**src/rtl/uart_pkg.sv**
```systemverilog
// Shared UART definitions: launcher state encoding, default widths and the
// 16x oversample constant used by the TX/RX blocks.
package uart_pkg;

    localparam int DATA_W_DEF     = 8;
    localparam int DEPTH_LOG2_DEF = 4;
    localparam int OVERSAMPLE     = 16;

    typedef enum logic [1:0] {
        ST_IDLE   = 2'd0,
        ST_LAUNCH = 2'd1,
        ST_BUSY   = 2'd2
    } launch_state_t;

endpackage

```
**src/rtl/sync_fifo_mem.sv**
```systemverilog
// Circular byte store with wr/rd pointers and a separate occupancy count,
// so full and empty never depend on comparing wrapped pointers.
module sync_fifo_mem
    import uart_pkg::*;
#(
    parameter int DATA_W     = DATA_W_DEF,
    parameter int DEPTH_LOG2 = DEPTH_LOG2_DEF
) (
    input  logic                  clk,
    input  logic                  reset_n,
    input  logic                  i_wr_en,
    input  logic [DATA_W-1:0]     i_wr_data,
    input  logic                  i_rd_en,
    output logic [DATA_W-1:0]     o_rd_data,
    output logic [DEPTH_LOG2:0]   o_count,
    output logic                  o_full,
    output logic                  o_empty
);

    localparam int                  DEPTH    = 1 << DEPTH_LOG2;
    localparam logic [DEPTH_LOG2:0] FULL_CNT = (DEPTH_LOG2 + 1)'(DEPTH);
    localparam logic [DEPTH_LOG2:0] CNT_ONE  = (DEPTH_LOG2 + 1)'(1);
    localparam logic [DEPTH_LOG2-1:0] PTR_ONE = DEPTH_LOG2'(1);

    logic [DATA_W-1:0]     r_mem [DEPTH];
    logic [DEPTH_LOG2-1:0] r_wr_ptr;
    logic [DEPTH_LOG2-1:0] r_rd_ptr;
    logic [DEPTH_LOG2:0]   r_count;
    logic                  w_wr;
    logic                  w_rd;

    // Full is judged on the pre-edge count: a pop in the same cycle does not
    // open a slot for a simultaneous write.
    assign w_wr = i_wr_en && !o_full;
    assign w_rd = i_rd_en && !o_empty;

    always_ff @(posedge clk) begin
        if (!reset_n) begin
            r_wr_ptr <= '0;
            r_rd_ptr <= '0;
            r_count  <= '0;
        end else begin
            if (w_wr) r_wr_ptr <= r_wr_ptr + PTR_ONE;
            if (w_rd) r_rd_ptr <= r_rd_ptr + PTR_ONE;
            case ({w_wr, w_rd})
                2'b10:   r_count <= r_count + CNT_ONE;
                2'b01:   r_count <= r_count - CNT_ONE;
                default: r_count <= r_count;
            endcase
        end
    end

    always_ff @(posedge clk) begin
        if (w_wr) r_mem[r_wr_ptr] <= i_wr_data;
    end

    assign o_rd_data = r_mem[r_rd_ptr];
    assign o_count   = r_count;
    assign o_full    = (r_count == FULL_CNT);
    assign o_empty   = (r_count == '0);

endmodule

```
**src/rtl/uart_tx_fifo.sv**
```systemverilog
// Host-side byte FIFO plus launcher that hands one byte at a time to the UART TX.
// Optional sticky overflow flag enabled by defining UART_TX_FIFO_OVF_EN.
module uart_tx_fifo
    import uart_pkg::*;
#(
    parameter int DATA_W     = DATA_W_DEF,
    parameter int DEPTH_LOG2 = DEPTH_LOG2_DEF
) (
    input  logic                  clk,
    input  logic                  reset_n,
    input  logic                  iWr,
    input  logic [DATA_W-1:0]     iWr_data,
    output logic                  oFull,
    output logic                  oEmpty,
    output logic [DEPTH_LOG2:0]   oCount,
    output logic                  oTx_start,
    output logic [DATA_W-1:0]     oTx_data,
    input  logic                  iTx_done_tick,
    output logic                  oBusy,
    output logic                  oErr,
    input  logic                  iClr_err,
    output launch_state_t         oDbg_state
);

    launch_state_t     r_state;
    logic              r_tx_start;
    logic [DATA_W-1:0] r_tx_data;
    logic              r_busy;
    logic              w_pop;
    logic [DATA_W-1:0] w_head;
    logic              w_full;
    logic              w_empty;

    assign w_pop = (r_state == ST_IDLE) && !w_empty;

    sync_fifo_mem #(
        .DATA_W     (DATA_W),
        .DEPTH_LOG2 (DEPTH_LOG2)
    ) u_mem (
        .clk       (clk),
        .reset_n   (reset_n),
        .i_wr_en   (iWr),
        .i_wr_data (iWr_data),
        .i_rd_en   (w_pop),
        .o_rd_data (w_head),
        .o_count   (oCount),
        .o_full    (w_full),
        .o_empty   (w_empty)
    );

    // Handshake to the transmitter: oTx_start is a single-cycle pulse with
    // oTx_data valid alongside; no new pulse until iTx_done_tick is seen in BUSY.
    always_ff @(posedge clk) begin
        if (!reset_n) begin
            r_state    <= ST_IDLE;
            r_tx_start <= 1'b0;
            r_tx_data  <= '0;
            r_busy     <= 1'b0;
        end else begin
            case (r_state)
                ST_IDLE: begin
                    if (!w_empty) begin
                        r_state    <= ST_LAUNCH;
                        r_tx_start <= 1'b1;
                        r_tx_data  <= w_head;
                        r_busy     <= 1'b1;
                    end
                end
                ST_LAUNCH: begin
                    r_state    <= ST_BUSY;
                    r_tx_start <= 1'b0;
                end
                ST_BUSY: begin
                    if (iTx_done_tick) begin
                        r_state <= ST_IDLE;
                        r_busy  <= 1'b0;
                    end
                end
                default: begin
                    r_state    <= ST_IDLE;
                    r_tx_start <= 1'b0;
                    r_busy     <= 1'b0;
                end
            endcase
        end
    end

`ifdef UART_TX_FIFO_OVF_EN
    logic r_err;

    // Set has priority over a simultaneous clear.
    always_ff @(posedge clk) begin
        if (!reset_n)
            r_err <= 1'b0;
        else if (iWr && w_full)
            r_err <= 1'b1;
        else if (iClr_err)
            r_err <= 1'b0;
    end

    assign oErr = r_err;
`else
    logic w_unused_clr_err;
    assign w_unused_clr_err = iClr_err;
    assign oErr             = 1'b0;
`endif

    assign oFull      = w_full;
    assign oEmpty     = w_empty;
    assign oTx_start  = r_tx_start;
    assign oTx_data   = r_tx_data;
    assign oBusy      = r_busy;
    assign oDbg_state = r_state;

endmodule

```
**config.mk**
```make
export PLATFORM = sky130hd
export DESIGN_NAME = uart_tx_fifo
export DESIGN_NICKNAME = d
export VERILOG_FILES = /design/src/rtl/uart_pkg.sv /design/src/rtl/sync_fifo_mem.sv /design/src/rtl/uart_tx_fifo.sv
export SDC_FILE = /design/constraint.sdc
export NUM_CORES = 1
export LEC_CHECK = 0
export CELL_PAD_IN_SITES_DETAIL_PLACEMENT = 0
export CELL_PAD_IN_SITES_GLOBAL_PLACEMENT = 1
export CORE_MARGIN = 2
export CORE_UTILIZATION = 51
export DETAILED_ROUTE_END_ITERATION = 8
export PLACE_DENSITY = 0.86
export SKIP_CTS_REPAIR_TIMING = 1
export SLEW_MARGIN = 20
export SYNTH_ARGS = -nofsm -noshare
export SYNTH_HDL_FRONTEND = slang
export SYNTH_HIERARCHICAL = 1
export SYNTH_SLANG_ARGS = --single-unit
```
**constraint.sdc**
```tcl
create_clock -name clk -period 3.2 [get_ports clk]
set_input_delay 0.64 -clock clk [delete_from_list [all_inputs] [get_ports clk]]
set_output_delay 0.64 -clock clk [all_outputs]
set_load 0.01 [all_outputs]
```
==> metrics.md, run 1 <==
| Metric | Value |
|---|---|
| Seq/Total Area, Yosys | `0.689` |
| First-pass GRT wire length | `19.0 mm` |
| CTS tree | `done` |
| Hold Fails Final Rpt | `0` |
| Num ports | `33` |
| Post-detailed-route count of antenna-violating nets | `0` |
| Total Die Area | `13500 um^2` |
| Commonest cells post-synth | `edfxtp_1 (128), mux4_2 (32), nand2_1 (31)` |
| Pwr dens | `743 nW/um^2` |
| Total global-route track usage | `0.199` |
| Layout Area Growth over Synthesis | `17.5%` |
| # setup viols final | `0` |
| Syn_area_per_cell | `16.8 um^2` |
| Final Max Tran Viols | `0` |
| Startpoint Class | `register` |
| Relative slew slack | `0.430` |
| Share of flip-flops with an asynchronous set or reset | `0` |
| Inst Count DP | `576` |
| DRC Markers | `0` |
| Clock Skew | `8.99 ps` |
| Max frequency | `334 MHz` |
| Yosys reg bits | `157` |
| Req. time, crit path | `3490 ps` |
| GR peak layer | `met2` |
| Vias | `3437` |
| Max_cap viols | `0` |
| GP Congestion | `0.754` |
| Min Clock Period, post-route | `2990 ps` |
| Post-DR vias/cell | `5.65` |
| Number of synthesized flops with an enable pin | `128` |
| TNS Setup | `0 ps` |
| Yosys warns | `6` |
| Global Route met3 Usage | `0.0540` |
| Router iterations before antenna repair | `6` |
| Syn Nets | `403` |
| CP max FO | `12` |
| GRT met2 Usage | `0.309` |
| Status | `completed` |
| Chip height | `116 um` |
| Peak VDD IR | `527 uV` |
| WL per Instance | `20.2 um` |
| Non-filler cells, final | `608` |
| RSZ-0062 raised after global routing | `false` |
| Mapped Cells | `382` |
| Measured slew at the worst slew-check pin | `852 ps` |
| Port Buffers | `30` |
| Share of cells above drive strength 1 | `0.216` |
| Final worst path period share | `0.936` |
| Final WL | `12.3 mm` |
| Pin count of the biggest net entering global routing | `33` |
| Main synth FF type | `edfxtp_1` |
| Initial antenna violation count | `0` |
| Data arrival, critical path | `3290 ps` |
| Rows | `40` |
| Maximum clock insertion buffer count | `2` |
| P_leak | `2.58 nW` |
| CTS Sinks | `157` |
| Core area | `12200 um^2` |
| Ant. Diodes | `0` |
| HP Class | `reg2reg` |
| Netlist Area Pre-Place | `6420 um^2` |
| Worst-Skew Late Latency | `420 ps` |
| Top cells by area, synth | `edfxtp_1 (60%), mux4_2 (11%), dfxtp_1 (9.0%), mux2i_1 (1.9%), a22oi_1 (1.9%)` |
| Netlist cell types | `51` |
| Vias in the first global route | `3425` |
| CP endpoint kind | `register` |
| Grt total ovfl | `0` |
| H-tree depth | `4` |
| Initial DRC Count | `407` |
| Leading area contributor after synthesis | `edfxtp_1` |
| Die X | `116 um` |
| Setup CP Type | `reg2reg` |
| Post-DP HPWL | `7.72 mm` |
| Global routing usage on met1 | `0.274` |
| Initial Util | `0.528` |
| Clock root cell | `clkbuf_16` |
| Fin nets | `448` |
| Top-count cell post-synth | `edfxtp_1` |
| Total CTS buffers | `17` |
| Clk pin slew, worst setup/hold paths | `60 ps` |
| Post-synth top area share | `0.599` |
[cell usage in the layout (no fill, tap or decap), types with 6 or more instances in the layout]
| master | synthesis | routed |
|---|---|---|
| edfxtp_1 | 128 | 128 |
| buf_4 | 1 | 22 |
| nor2_1 | 17 | 17 |
| o21a_1 | 6 | 6 |
| ha_1 | 8 | 8 |
| mux4_2 | 32 | 32 |
| nor2b_1 | 9 | 9 |
| clkbuf_16 | 0 | 17 |
| a22oi_1 | 16 | 16 |
| mux2i_1 | 12 | 12 |
| and2_1 | 10 | 10 |
| nand2_1 | 31 | 31 |
| clkdlybuf4s50_1 | 0 | 30 |
| dfxtp_1 | 29 | 28 |
[per-stage QoR]
step                      area (um^2)  total power, mW  hold WS (ps)  setup slack (ps)   util
final                            7540             5.60           457               206  0.620
after global routing             7540             5.84           478              44.5  0.620
after CTS                        7540             5.64           461               240  0.620
after detailed placement         6930             3.59           446               259  0.570
after global placement           6930             3.55           443               325  0.570
after floorplan                  6420             3.24           479              58.0      -
[worst paths after layout]
| kind | startpoint | endpoint | slack [ps] | cells after the start |
|---|---|---|---|---|
| setup reg to reg | u_mem/o_count[1] | u_mem/o_count[4] | 210 | 11 |
| hold reg to reg | oTx_data[6] | oTx_data[6] | 460 | 2 |
| hold / removal | oTx_data[6] | oTx_data[6] | 460 | 2 |
| setup / recovery | u_mem/o_count[1] | u_mem/o_count[4] | 210 | 11 |
[flip-flops by register name, summed over array words and instances, names as in the netlist, named ones only]
register and count:
oBusy 1, oDbg_state 2, oTx_data 8, oTx_start 1, u_mem/o_count 5, u_mem/r_mem 128, u_mem/r_rd_ptr 4, u_mem/r_wr_ptr 4
[routing by layer]
metal,vias to the layer above,routed length (um)
met2,117,6000
met1,1730,5200
li1,1572,-
met4,0,176
met3,18,878
met5,-,0
[kinds of logic (layout without fill, tap and decap cells)]
kind of cell,count (synthesis),in the layout,synth area share
AOI/OAI and AO/OA,39,39,0.0485
adders and majority gates,8,8,0.0156
xor gates and xnor gates,6,6,0.00819
other,1,1,0.000584
DFF,157,157,0.689
muxes,44,44,0.131
buffers and inverters,31,89,0.0285
and+or+nand+nor,96,96,0.0784
[worst max-delay path, stage by stage, from the launching register on]
cell,delay (ps)
dfxtp_1,400
or4_4,620
nor2_1,220
nor3_2,90
o21ai_4,110
inv_1,70
ha_1,320
xor2_1,200
ha_1,230
o31ai_1,340
o21a_1,180
nand4_1,80
[report_power, final]
group          total, mW  switching (mW)  internal (mW)  leakage (nW)
sequential          2.44           0.112           2.33          1.39
combinational       1.11           0.564          0.550         0.887
clock               2.05           0.808           1.24         0.295
total               5.60            1.48           4.12          2.58
[final cells by class]
cell class | count | area, um^2
inverters | 5 | 18.8
multi-input cells | 194 | 1810
clock buffers | 17 | 425
repair buffers | 52 | 465
fillers | 883 | 4620
well taps | 168 | 210
flip-flops and latches | 157 | 4430
clock inverters | 15 | 185
No activity file was read; power rests on OpenSTA's default activity.
==> inputs of run 2 (changes only) <==
Settings changed: CORE_MARGIN 2 to 8, SLEW_MARGIN 20 to not set.
==> metrics.md, run 2 (same netlist as run 1, synthesis figures left out) <==
| Metric | Value |
|---|---|
| CP Launch Point | `u_mem/o_count[1]` |
| Clock root cell | `clkbuf_16` |
| Grt total ovfl | `0 (unchanged)` |
| Total Die Area | `16400 um^2 (+22%)` |
| Status | `completed` |
| H-tree depth | `4 (unchanged)` |
| Min Clock Period, post-route | `2970 ps (-24.4 ps)` |
| Die X | `128 um (+10%)` |
| Final WL | `12.9 mm (+5.1%)` |
| Router iterations before antenna repair | `4 (-2)` |
| Setup CP Type | `reg2reg` |
| Logic pwr share | `0.195 (-0.004)` |
| R2R Setup Slk | `230 ps (+20 ps)` |
| Pin count of the biggest net entering global routing | `33 (unchanged)` |
| Pre-CTS WS | `248 ps (-11.1 ps)` |
| Vias in the first global route | `3486 (+1.8%)` |
| Area of the multi-input gates | `1810 um^2 (unchanged)` |
| Most common cell after layout, fill and taps aside | `edfxtp_1` |
| R2R Path Start | `u_mem/o_count[1]` |
| P_leak | `2.58 nW (+0.33%)` |
| First-pass GRT wire length | `20.3 mm (+6.5%)` |
| Cell Int Power | `4.20 mW (+2.0%)` |
| GRT met2 Usage | `0.269 (-0.0405)` |
| Register area | `4430 um^2 (unchanged)` |
| Pwr dens | `752 nW/um^2 (+1.2%)` |
| WL per Instance | `21.1 um (+4.7%)` |
| Post-DP HPWL | `7.79 mm (+0.87%)` |
| Vias | `3473 (+1.0%)` |
| Maximum clock insertion buffer count | `2 (unchanged)` |
| Share of cells above drive strength 1 | `0.210 (-0.00586)` |
| Sequential power share | `0.428 (-0.008)` |
| Chip height | `128 um (+10%)` |
| Total power | `5.68 mW (+1.4%)` |
| Worst reg2reg path depth | `11 (unchanged)` |
| GP Congestion | `0.711 (-5.7%)` |
| Worst Hold Margin | `453 ps (-3.79 ps)` |
| Peak VDD IR | `502 uV (-4.7%)` |
| Total CTS buffers | `17 (unchanged)` |
| Post-DR vias/cell | `5.69 (+0.72%)` |
| Global Route met3 Usage | `0.0487 (-0.00530)` |
| Core area | `12500 um^2 (+2.5%)` |
| Rows | `41 (+2.5%)` |
| Relative slew slack | `0.480 (+0.0502)` |
| FILL cells | `910 (+3.1%)` |
| GR peak layer | `met2` |
| Max frequency | `337 MHz (+0.82%)` |
| Num ports | `33 (unchanged)` |
| CP max FO | `12 (unchanged)` |
| Worst-Skew Late Latency | `420 ps (about the same)` |
| RSZ-0062 raised after global routing | `false` |
| Largest register FFs | `128 (unchanged)` |
| Port Buffers | `30 (unchanged)` |
| Post-Place Cell Area | `6920 um^2 (-0.14%)` |
| Startpoint Class | `register` |
| CP endpoint kind | `register` |
| Post-detailed-route count of antenna-violating nets | `0 (unchanged)` |
| R2r endpoint | `u_mem/o_count[4]` |
| Endpoint, Worst Hold | `oTx_data[6]` |
| Req. time, crit path | `3490 ps (about the same)` |
| CTS tree | `done` |
| Largest reg by FF count | `u_mem/r_mem` |
| DRC Markers | `0 (unchanged)` |
| Hold Fails Final Rpt | `0 (unchanged)` |
| Clk pin slew, worst setup/hold paths | `60 ps (about the same)` |
| Switch share | `0.261 (-0.00421)` |
| Hold path start | `oTx_data[6]` |
| CTS Sinks | `157 (unchanged)` |
| Most frequent cells in the layout | `edfxtp_1 (128), mux4_2 (32), nand2_1 (31)` |
| Initial Util | `0.515 (-0.0129)` |
| Ant. Diodes | `0 (unchanged)` |
| Hold path cells | `2 (unchanged)` |
| Finished Cell Area | `7560 um^2 (+0.18%)` |
| Switching pwr | `1.48 mW (-0.20%)` |
| Layout Area Growth over Synthesis | `17.7%` |
| Final setup margin | `230 ps (+24.4 ps)` |
| HP Class | `reg2reg` |
| # setup viols final | `0 (unchanged)` |
| Total global-route track usage | `0.171 (-0.0276)` |
| Initial DRC Count | `352 (-14%)` |
| Max_cap viols | `0 (unchanged)` |
| Clock Skew | `9.41 ps (+0.418 ps)` |
| Measured slew at the worst slew-check pin | `777 ps (-75.0 ps)` |
| Global routing usage on met1 | `0.213 (-0.0612)` |
| Clock group share of total power | `0.376 (+0.011)` |
| TNS Setup | `0 ps (unchanged)` |
| Fin nets | `446 (-0.45%)` |
| Final worst path period share | `0.928 (-0.00763)` |
| Final Max Tran Viols | `0 (unchanged)` |
| Data arrival, critical path | `3260 ps (-30 ps)` |
| Initial antenna violation count | `0 (unchanged)` |
-- run 2: cell count changes in the layout (fill, tap and decap cells not counted), sizes merged --
cell	delta
clkinvlp	-2
inv	+1
bufinv	+1
buf	-2
-- run 2: worst max-delay path, stage by stage, from the launching register on --
cell and delay [ps]:
dfxtp_1 390, or4_4 620, nor2_1 210, nor3_2 90, o21ai_4 100, inv_1 70, ha_1 320, xor2_1 200
ha_1 230, o31ai_1 340, o21a_1 180, nand4_1 90
-- run 2: through the flow --
stage          cells  utilization
2_1_floorplan    382            -
3_3_place_gp     578        0.555
3_5_place_dp     578        0.555
4_1_cts          610        0.606
5_1_grt          610        0.606
6_report         610        0.606
-- run 2: power groups by stage --
stage          Clock [mW]  Sequential, mW  Combinational [mW]
2_1_floorplan           0            2.45               0.785
3_3_place_gp            0            2.47                1.07
3_5_place_dp            0            2.48                1.10
4_1_cts              2.17            2.44                1.12
5_1_grt              2.25            2.45                1.21
6_report             2.14            2.43                1.11
-- run 2: cell type report --
class,count,share of cell area
Clock buffer,17,0.0563
Tap cell,172,0.0285
Timing Repair Buffer,50,0.0596
Multi-Input combinational cell,194,0.240
Sequential cell,157,0.586
Clock inverter,15,0.0277
Inverter,5,0.00248
-- run 2: worst max-delay path by stage --
stage               slack, ps                to  cells past startpoint
floorplan                  60  u_mem/o_count[4]                     16
global placement          330  u_mem/o_count[4]                     11
detailed placement        250  u_mem/o_count[4]                     11
CTS                       230  u_mem/o_count[4]                     11
global route               30  u_mem/o_count[4]                     11
finish                    230  u_mem/o_count[4]                     11
-- run 2: metal layers --
metal,wire (um),up-vias
li1,-,1577
met1,5190,1705
met2,6270,168
met3,1050,23
met4,374,0
met5,0,-
